<file path="src/rtl/sdram_arb_pkg.sv">
// Shared types and defaults for the SDRAM channel arbiter.
//   arb_state_t : arbiter FSM state encoding
//   DEF_*       : default CPU burst bound and busy-rise timeout
//   idx_width() : requester index width ($clog2 of the requester count, min 1)
package sdram_arb_pkg;

   localparam int unsigned DEF_NREQ      = 3;
   localparam int unsigned DEF_CPU_BURST = 2;
   localparam int unsigned DEF_BUSY_TMO  = 3;

   typedef enum logic [2:0] {
      ST_IDLE      = 3'd0,
      ST_ISSUE     = 3'd1,
      ST_WAIT_BUSY = 3'd2,
      ST_WAIT_DONE = 3'd3,
      ST_DONE      = 3'd4
   } arb_state_t;

   function automatic int unsigned idx_width(input int unsigned n);
      return (n > 1) ? $clog2(n) : 1;
   endfunction

   localparam int unsigned DEF_IDX_W = idx_width(DEF_NREQ);

endpackage

</file>
<file path="src/rtl/sdram_ch_arbiter_rr_pick.sv">
// Combinational round-robin picker.
//   mask : requests eligible for round-robin
//   last : index granted last; search starts just after it
//   idx  : winning index (valid when any=1)
//   any  : at least one mask bit set
module rr_pick #(
   parameter int unsigned N  = 3,
   parameter int unsigned IW = 2
) (
   input  logic [N-1:0]  mask,
   input  logic [IW-1:0] last,
   output logic [IW-1:0] idx,
   output logic          any
);

   // Scan last+1 .. last+N (wrapping); first hit wins.
   always_comb begin
      int unsigned cand;
      cand = 0;
      idx  = '0;
      any  = 1'b0;
      for (int unsigned off = 1; off <= N; off++) begin
         cand = (32'(last) + off) % N;
         if (!any && mask[IW'(cand)]) begin
            any = 1'b1;
            idx = IW'(cand);
         end
      end
   end

endmodule

</file>
<file path="src/rtl/sdram_ch_arbiter.sv">
// Shares one SDRAM controller channel between NREQ byte-wide requesters.
// Requester 0 (CPU) has priority, bounded to CPU_BURST consecutive grants
// while others wait; the rest are served round-robin.
//   clk, reset_n          : memory clock, async active-low reset
//   req_valid/we/addr/din : per-requester request (held until req_ready)
//   req_ready             : one-cycle accept pulse (same cycle as strobe)
//   rsp_valid, rsp_data   : one-cycle completion pulse, shared read data
//   mem_rd/wr/addr/din    : strobes and payload to the SDRAM channel
//   mem_dout, mem_busy    : read data and busy from the SDRAM channel
//   err_tmo               : sticky, busy never rose within BUSY_TMO cycles
module sdram_ch_arbiter
   import sdram_arb_pkg::*;
#(
   parameter int unsigned NREQ      = DEF_NREQ,
   parameter int unsigned AW        = 25,
   parameter int unsigned CPU_BURST = DEF_CPU_BURST,
   parameter int unsigned BUSY_TMO  = DEF_BUSY_TMO
) (
   input  logic              clk,
   input  logic              reset_n,
   input  logic [NREQ-1:0]   req_valid,
   input  logic [NREQ-1:0]   req_we,
   input  logic [NREQ*AW-1:0] req_addr,
   input  logic [NREQ*8-1:0] req_din,
   output logic [NREQ-1:0]   req_ready,
   output logic [NREQ-1:0]   rsp_valid,
   output logic [7:0]        rsp_data,
   output logic              mem_rd,
   output logic              mem_wr,
   output logic [AW-1:0]     mem_addr,
   output logic [7:0]        mem_din,
   input  logic [7:0]        mem_dout,
   input  logic              mem_busy,
   output logic              err_tmo
);

   localparam int unsigned IW = idx_width(NREQ);
   localparam int unsigned CW = $clog2(CPU_BURST + 1);
   localparam int unsigned TW = $clog2(BUSY_TMO + 1);

   arb_state_t    state, state_nx;
   logic [IW-1:0] gnt_idx;
   logic [IW-1:0] last_rr;
   logic [CW-1:0] cpu_cnt;
   logic [TW-1:0] tmo_cnt;
   logic          busy_seen;
   logic          is_wr;

   logic [NREQ-1:0] others;
   logic [IW-1:0]   rr_idx;
   logic            rr_any;
   logic            cpu_yield;
   logic            pick_cpu;
   logic [IW-1:0]   win_idx;
   logic            do_grant;
   logic            do_done;
   logic            set_tmo;

   // Round-robin among requesters 1..NREQ-1 only.
   assign others = req_valid & ~NREQ'(1);

   rr_pick #(.N(NREQ), .IW(IW)) u_rr_pick (
      .mask (others),
      .last (last_rr),
      .idx  (rr_idx),
      .any  (rr_any)
   );

   // CPU yields once it has used its burst and someone else is waiting.
   assign cpu_yield = (cpu_cnt == CW'(CPU_BURST)) && rr_any;
   assign pick_cpu  = req_valid[0] && !cpu_yield;
   assign win_idx   = pick_cpu ? '0 : rr_idx;

   // State register.
   always_ff @(posedge clk or negedge reset_n) begin
      if (!reset_n) state <= ST_IDLE;
      else          state <= state_nx;
   end

   // Next state and transition events.
   always_comb begin
      state_nx = state;
      do_grant = 1'b0;
      do_done  = 1'b0;
      set_tmo  = 1'b0;
      case (state)
         ST_IDLE: begin
            if (|req_valid) begin
               state_nx = ST_ISSUE;
               do_grant = 1'b1;
            end
         end
         ST_ISSUE: state_nx = ST_WAIT_BUSY;
         ST_WAIT_BUSY: begin
            if (mem_busy || busy_seen) begin
               state_nx = ST_WAIT_DONE;
            end else if (tmo_cnt == TW'(BUSY_TMO - 1)) begin
               state_nx = ST_DONE;
               do_done  = 1'b1;
               set_tmo  = 1'b1;
            end
         end
         ST_WAIT_DONE: begin
            if (!mem_busy) begin
               state_nx = ST_DONE;
               do_done  = 1'b1;
            end
         end
         ST_DONE: state_nx = ST_IDLE;
         default: state_nx = ST_IDLE;
      endcase
   end

   // Grant bookkeeping, channel drive and response registers.
   always_ff @(posedge clk or negedge reset_n) begin
      if (!reset_n) begin
         gnt_idx   <= '0;
         last_rr   <= IW'(NREQ - 1);
         cpu_cnt   <= '0;
         tmo_cnt   <= '0;
         busy_seen <= 1'b0;
         is_wr     <= 1'b0;
         req_ready <= '0;
         rsp_valid <= '0;
         rsp_data  <= '0;
         mem_rd    <= 1'b0;
         mem_wr    <= 1'b0;
         mem_addr  <= '0;
         mem_din   <= '0;
         err_tmo   <= 1'b0;
      end else begin
         req_ready <= '0;
         rsp_valid <= '0;
         mem_rd    <= 1'b0;
         mem_wr    <= 1'b0;

         if (do_grant) begin
            gnt_idx   <= win_idx;
            is_wr     <= req_we[win_idx];
            mem_addr  <= req_addr[win_idx*AW +: AW];
            mem_din   <= req_din[win_idx*8 +: 8];
            mem_rd    <= !req_we[win_idx];
            mem_wr    <= req_we[win_idx];
            req_ready <= NREQ'(1) << win_idx;
            tmo_cnt   <= '0;
            busy_seen <= 1'b0;
            if (pick_cpu) begin
               // Burst only counts while someone else is waiting.
               if (!rr_any)                      cpu_cnt <= '0;
               else if (cpu_cnt != CW'(CPU_BURST)) cpu_cnt <= cpu_cnt + CW'(1);
            end else begin
               cpu_cnt <= '0;
               last_rr <= rr_idx;
            end
         end else if (req_valid == NREQ'(1)) begin
            cpu_cnt <= '0;
         end

         // Busy already high during the strobe cycle counts as the rise.
         if (state == ST_ISSUE) busy_seen <= mem_busy;

         if (state == ST_WAIT_BUSY) tmo_cnt <= tmo_cnt + TW'(1);

         if (do_done) begin
            rsp_valid <= NREQ'(1) << gnt_idx;
            if (!is_wr) rsp_data <= mem_dout;
         end

         if (set_tmo) err_tmo <= 1'b1;
      end
   end

endmodule
</file>
<file path="config.mk">
export PLATFORM = sky130hd
export DESIGN_NAME = sdram_ch_arbiter
export DESIGN_NICKNAME = d
export VERILOG_FILES = /design/src/rtl/sdram_arb_pkg.sv /design/src/rtl/sdram_ch_arbiter_rr_pick.sv /design/src/rtl/sdram_ch_arbiter.sv
export SDC_FILE = /design/constraint.sdc
export NUM_CORES = 1
export LEC_CHECK = 0
export ABC_AREA = 1
export ABC_CLOCK_PERIOD_IN_PS = 2300
export CAP_MARGIN = 25
export CORE_ASPECT_RATIO = 1.25
export CORE_MARGIN = 3
export CORE_UTILIZATION = 42
export DETAILED_ROUTE_END_ITERATION = 10
export GPL_TIMING_DRIVEN = 0
export PLACE_DENSITY_LB_ADDON = 0.15
export SYNTH_ARGS = -nofsm -noshare
export SYNTH_HDL_FRONTEND = slang
export SYNTH_SLANG_ARGS = --single-unit
</file>
<file path="constraint.sdc">
create_clock -name clk -period 2.3 [get_ports clk]
set_input_delay 0.46 -clock clk [delete_from_list [all_inputs] [get_ports clk]]
set_output_delay 0.46 -clock clk [all_outputs]
set_load 0.1 [all_outputs]
</file>
; Word-level counts from Yosys, hierarchy flattened
; Cells that the tools add are included.
[word_totals]
elab_cells = 103
inputBits = 116
output_inout_bits = 50
register_bits = 63
[op_classes]
n_mul = 1
order_cmp = 4
addsub = 5
bitwise = 2
n_reduce_logical = 18
n_div = 3
muxes = 40
n_eq_ne = 11
shifts = 4
[op_table]
columns = operator, n
row1 = $mod 32x2->32 const B, 3
row2 = $shiftx 75x8->25, 1
row3 = $shiftx 24x6->8, 1
row4 = $mux 2, 11
row5 = $mux 3, 6
row6 = $mux 1, 17
row7 = $lt 2x3->1 const B, 4
row8 = $pmux 3 s4, 1
row9 = $bmux 1 s2, 4
row10 = $mul 2x5->7 const B, 1
row11 = $add 2x2->3 const B, 2
row12 = $eq 3x1->1 const B, 2
row13 = $eq 3x2->1 const B, 2
row14 = $ne 2x2->1 const B, 3
row15 = $reduce_and 2->1, 3
row16 = $reduce_bool 2->1, 3
row17 = $shl 1x2->3 const A, 2
row18 = $add 2x1->2 const B, 2
row19 = $eq 2x2->1 const B, 2
row20 = $logic_and 1x1->1, 4
row21 = $logic_not 1->1, 4
row22 = $ne 4x3->1 const B, 1
row23 = $add 2x1->3 const B, 1
row24 = $logic_not 3->1, 1
row25 = 6 further kinds, 7

; Logic depth before layout (Yosys ltp)
; Gate-level depths: netlist of run 1.
[depth]
ltp_word = 19
depth_mapped = 16
depth_no_buf = 15

; Modules after synthesis
; A second synthesis of run 1 with hierarchy kept.
[hier_totals]
hier_cells = 546
hier_area_um2 = 3867.5
[by_module_without_submodules]
columns = mod, seq_area_each_um2, instances, area_each_um2, cells_per_inst
row1 = sdram_ch_arbiter, 1577.8, 1, 3653.5, 504
row2 = rr_pick, 0.0, 1, 214.0, 42

; Worst setup path before layout of run 1
; No wires, ideal clock.
[synth_timing]
path_kind = reg2reg
startpoint = register last_rr[1]
endpoint = register mem_addr[12]
path_buffers = 2
t_arrival_ns = 1.883
period_less_slack_ns = 2.009
required_time_ns = 2.174
setup_ns = 0.126
path_stages_with_launch = 14
path_slack_ns = 0.291
path_cell_list = dfstp_2 > ha_1 > inv_2 > nand3_1 > nand3_1 > nor2_1 > nor2_2 > nand2_4 > nand2_2 > buf_6 > nor2_8 > buf_6 > a21boi_2 > nand3_1
[synth_between]
elab_chain_cells = 17
elab_cells_between_ends = 28
classes_between = add/sub (3) / mul (1) / div (3) / shift (1) / mux (13) / reduce/logical (7)
[synth_rtl]
columns = item, line
row1 = "start, declared", sdram_ch_arbiter.sv:43  ; logic [IW-1:0] last_rr;
row2 = "start signal, assigned", sdram_ch_arbiter.sv:118  ; last_rr <= IW'(NREQ - 1);
row3 = "start signal, assigned", sdram_ch_arbiter.sv:153  ; last_rr <= rr_idx;
row4 = $add 2x1->3, sdram_ch_arbiter_rr_pick.sv:23  ; cand = (32'(last) + off) % N;
row5 = $mod 32x2->32, sdram_ch_arbiter_rr_pick.sv:23
row6 = $bmux 1 s2, sdram_ch_arbiter_rr_pick.sv:24  ; if (!any && mask[IW'(cand)]) begin
row7 = $mux 1 (implied by the code), sdram_ch_arbiter_rr_pick.sv:24
row8 = $mux 1, sdram_ch_arbiter_rr_pick.sv:24
row9 = $logic_not 1->1, sdram_ch_arbiter_rr_pick.sv:24
row10 = $logic_and 1x1->1, sdram_ch_arbiter_rr_pick.sv:24
row11 = $mux 1, sdram_ch_arbiter_rr_pick.sv:24
row12 = $logic_not 1->1, sdram_ch_arbiter_rr_pick.sv:24
row13 = $logic_and 1x1->1, sdram_ch_arbiter_rr_pick.sv:24
row14 = $mux 1, sdram_ch_arbiter_rr_pick.sv:24
row15 = $logic_and 1x1->1, sdram_ch_arbiter.sv:70  ; assign cpu_yield = (cpu_cnt == CW'(CPU_BURST)) && rr_any;
row16 = $logic_not 1->1, sdram_ch_arbiter.sv:71  ; assign pick_cpu = req_valid[0] && !cpu_yield;
row17 = $logic_and 1x1->1, sdram_ch_arbiter.sv:71
row18 = $mux 2 (*), sdram_ch_arbiter.sv:72  ; assign win_idx = pick_cpu ? '0 : rr_idx;
row19 = $mul 2x5->7 (*), sdram_ch_arbiter.sv:140  ; mem_addr <= req_addr[win_idx*AW +: AW];
row20 = $shiftx 75x8->25 (*), sdram_ch_arbiter.sv:140
row21 = "end signal, assigned", sdram_ch_arbiter.sv:140
row22 = "end, declared", sdram_ch_arbiter.sv:30  ; output logic [AW-1:0] mem_addr,
; Every way passes the cells marked *; elsewhere a longest branch is shown, timed or not. The select of a mux whose other input is x is not followed.
; A chain may end at the register's enable or synchronous reset.

; Worst setup path in the final report of run 1
[layout_timing]
startpoint = register req_ready[2]
endpoint = output req_ready[2]
[layout_lines]
columns = item, line
row1 = "start, declared", sdram_ch_arbiter.sv:25  ; output logic [NREQ-1:0] req_ready,
row2 = "start signal, assigned", sdram_ch_arbiter.sv:144  ; req_ready <= NREQ'(1) << win_idx;
; No word-level cell between the ends.

==> results of run 1 <==
[synth_stat cells, drive strengths merged]
cell	number	share of area, %
a21boi	12	3.3
a21oi	17	2.3
buf	13	2.9
clkbuf	5	0.51
dfrtp	62	42
dfstp	1	0.72
ha	6	2.1
inv	64	6.6
mux2	8	2.9
nand2	115	13
nand3	69	10
nand3b	17	3.5
nand4	5	0.86
nor2	26	4.3
nor3	4	0.55
o211ai	1	0.21
o21a	1	0.21
o21ai	12	1.6
o22ai	1	0.17
o32a	1	0.27
or2	6	1.0
[placed cells by master (no fill, tap or decap), types with 4 or more instances in the layout]
master,instances
mux2_4,4
dlygate4sd2_1,34
a21boi_2,8
nand4_1,5
or2_0,5
inv_1,57
dlymetal6s2s_1,11
dfrtp_1,62
clkdlybuf4s50_1,119
nor2_1,19
clkbuf_8,11
nand2_1,107
a21oi_1,16
buf_6,4
buf_4,10
a21boi_0,4
inv_2,6
nand3_1,65
o21ai_0,10
nor3_1,4
nand3b_1,17
mux2_2,4
buf_2,4
clkbuf_1,4
[sequential cells by signal (all words and copies together) (netlist names), 3 cells and up]
signal / flops
mem_din: 8
state: 3
rsp_valid: 3
rsp_data: 8
mem_addr: 25
req_ready: 3
[area by class of cell]
class / instances / area share [%]
multi-input combinational: 301 / 30.5
timing repair buffer: 174 / 29.8
sequential: 63 / 27.4
inverter: 64 / 4.21
clock buffer: 12 / 2.69
buffer: 18 / 2.54
tap: 97 / 2.11
clock inverter: 3 / 0.738
[metal layers]
| layer | vias up | track usage (%) | share of wire, % |
|---|---|---|---|
| met5 | - | 0 | 0 |
| met4 | 0 | 7.45 | 2.0 |
| met3 | 18 | 5.35 | 6.5 |
| met2 | 120 | 37.1 | 52 |
| met1 | 1666 | 26.1 | 40 |
| li1 | 1799 | - | - |
[per-stage QoR]
step	utilization, %	cell area [µm²]
after floorplan	-	3650
after global placement	65.1	5420
after detailed placement	65.1	5420
after CTS	66.9	5580
after global routing	69.2	5760
final	69.2	5760
[how the worst min path moves through the flow]
| stage | cells after the start | to | slack (ns) | start |
|---|---|---|---|---|
| global placement | 1 | rsp_valid[0]$_DFF_PN0_ | 0.44 | gnt_idx[0]$_DFFE_PN0P_ |
| CTS | 1 | tmo_cnt[0]$_DFFE_PN0P_ | 0.23 | reset_n |
| detailed placement | 1 | rsp_valid[1]$_DFF_PN0_ | 0.45 | gnt_idx[1]$_DFFE_PN0P_ |
| floorplan | 0 | busy_seen$_DFFE_PN0P_ | 0.16 | reset_n |
| global route | 1 | state[1]$_DFFE_PN0P_ | 0.27 | reset_n |
| finish | 1 | tmo_cnt[0]$_DFFE_PN0P_ | 0.21 | reset_n |
[kinds of logic after synthesis]
| kind of cell | count (synthesis) | synth area share, % |
|---|---|---|
| buffers and inverters | 82 | 10.0 |
| DFF | 63 | 43.2 |
| adders and majority gates | 6 | 2.06 |
| AOI/OAI and AO/OA | 45 | 8.12 |
| and+or+nand+nor | 242 | 33.7 |
| muxes | 8 | 2.88 |
[repair_timing]
item,in CTS,in global routing
pin swaps,0,9
buffers inserted,0,8
gates resized for setup,34,33
hold endpoints to repair,0,0
cloned,0,1
endpoints found under the setup margin,34,47
[report_power, final]
group | internal (mW) | total (mW) | switching [mW] | leakage (nW)
clock | 0.553 | 0.982 | 0.429 | 0.0985
combinational | 1.83 | 6.74 | 4.91 | 2.05
sequential | 1.61 | 1.88 | 0.264 | 0.764
==> impl_metrics.tcl, run 1 <==
set metrics [dict create \
    firstDrtPassIters 4 \
    critPathRequiredTime_ns 1.84 \
    nFillCells 699 \
    rows 37 \
    final_hold_viol_count 0 \
    antennaDiodeCount 0 \
    portBuffers 165 \
    crit_fanout 1 \
    fin_crit_sh_pct 98.7 \
    slew_headroom_pct 32.7 \
    dpl.cell_count 708 \
    avgSynthCellArea_um2 8.19 \
    rr_endpoint "mem_addr[4]$_DFFE_PN0P_" \
    critical-path-max-stage-delay_ns 1.15 \
    path_depth 1 \
    place_hpwl_mm 8.04 \
    vdd_drop_max_v 0.00101 \
    tightestPinTransition_ns 1.01 \
    start_util_pct 43.8 \
    drtIter0Drc 161 \
    setup_viol 0 \
    route.detailed.drc 0 \
    reg2reg_slack_ns 0.07 \
    ff2ff_path_depth 13 \
    max-cap-violations 0 \
    syn-num-nets 568 \
    ios 166 \
    stdcell_count 732 \
    clockBufferDepth 2 \
    synth_area_um2 3650 \
    drive_above_1_share_pct 13.7 \
    grt_usage_pct 21.6 \
    rsz0062_at_grt "yes" \
    cp-startpoint "req_ready[2]$_DFF_PN0_" \
    clock.fmax_ghz 0.440 \
    antenna_left 0 \
    first_global_vias 3485 \
    fin_nets 753 \
    synth-warning-count 0 \
    via_per_inst 4.92 \
    clkSinkCount 63 \
    wl_per_cell_um 14.7 \
    arrival_ns 1.81 \
    tns_ns 0 \
    period_minus_slack_ns 2.27 \
    yosysSeqAreaShare_pct 43.2 \
    leakage_nw 2.92 \
    seqCellArea_um2 1580 \
    die_width_um 89.4 \
    powerDensity_nw_per_um2 1670 \
    synthDistinctLibCells 37 \
    cp_top_family "buffers and inverters" \
    die_area_um2 9850 \
    fin_ws_ns 0.0288 \
    cp_cell_sequence "clkdlybuf4s50_1" \
    die_y_um 110 \
    maxSlewViolCount 0 \
    crit_end "req_ready[2]" \
    vias 3603 \
    worst_path_max_delay_cell "clkdlybuf4s50_1" \
    fin_worst_skew_ns 0.0125 \
    antenna_found_initial 0 \
    cts_made_buffers 9 \
    worstSetupStartpointType "flop" \
    synthCells 446 \
    htree_levels 3 \
    hold_buffers 0 \
    min_path_type "in2async" \
    clk_pin_slew_ns 0.07 \
    totalPowerFinal_mw 9.60 \
    grt-ovfl-total 0 \
    critPathBufInv 1 \
    drt_wl_total_mm 10.8 \
    ys_ff_latch 63 \
    core_um2 8330 \
    place.gp.congestion 0.888 \
    hold_slack_ns 0.213 \
    grt_max_degree 64 \
    cts-root-buf "clkbuf_8" \
    grt_pass1_wl_mm 16.3 \
    area_growth_pct 57.8 \
    pre_cts_ws_ns -0.224 \
    cts_tree "done" \
    outcome "finished clean" \
    crit_type "reg2out" \
    reg2reg_from "last_rr[1]$_DFFE_PN1P_" \
    crit_path_end_kind "primary output" \
    multiInputGateArea_um2 1760 \
    clock_latency_ns 0.34 \
]
No activity file was read; power rests on OpenSTA's default activity.
==> inputs of run 2 (changes only) <==
- GPL_ROUTABILITY_DRIVEN: default -> 1
==> results of run 2 <==
Same layout as run 1: the final DEF is identical, and so are final timing and power.
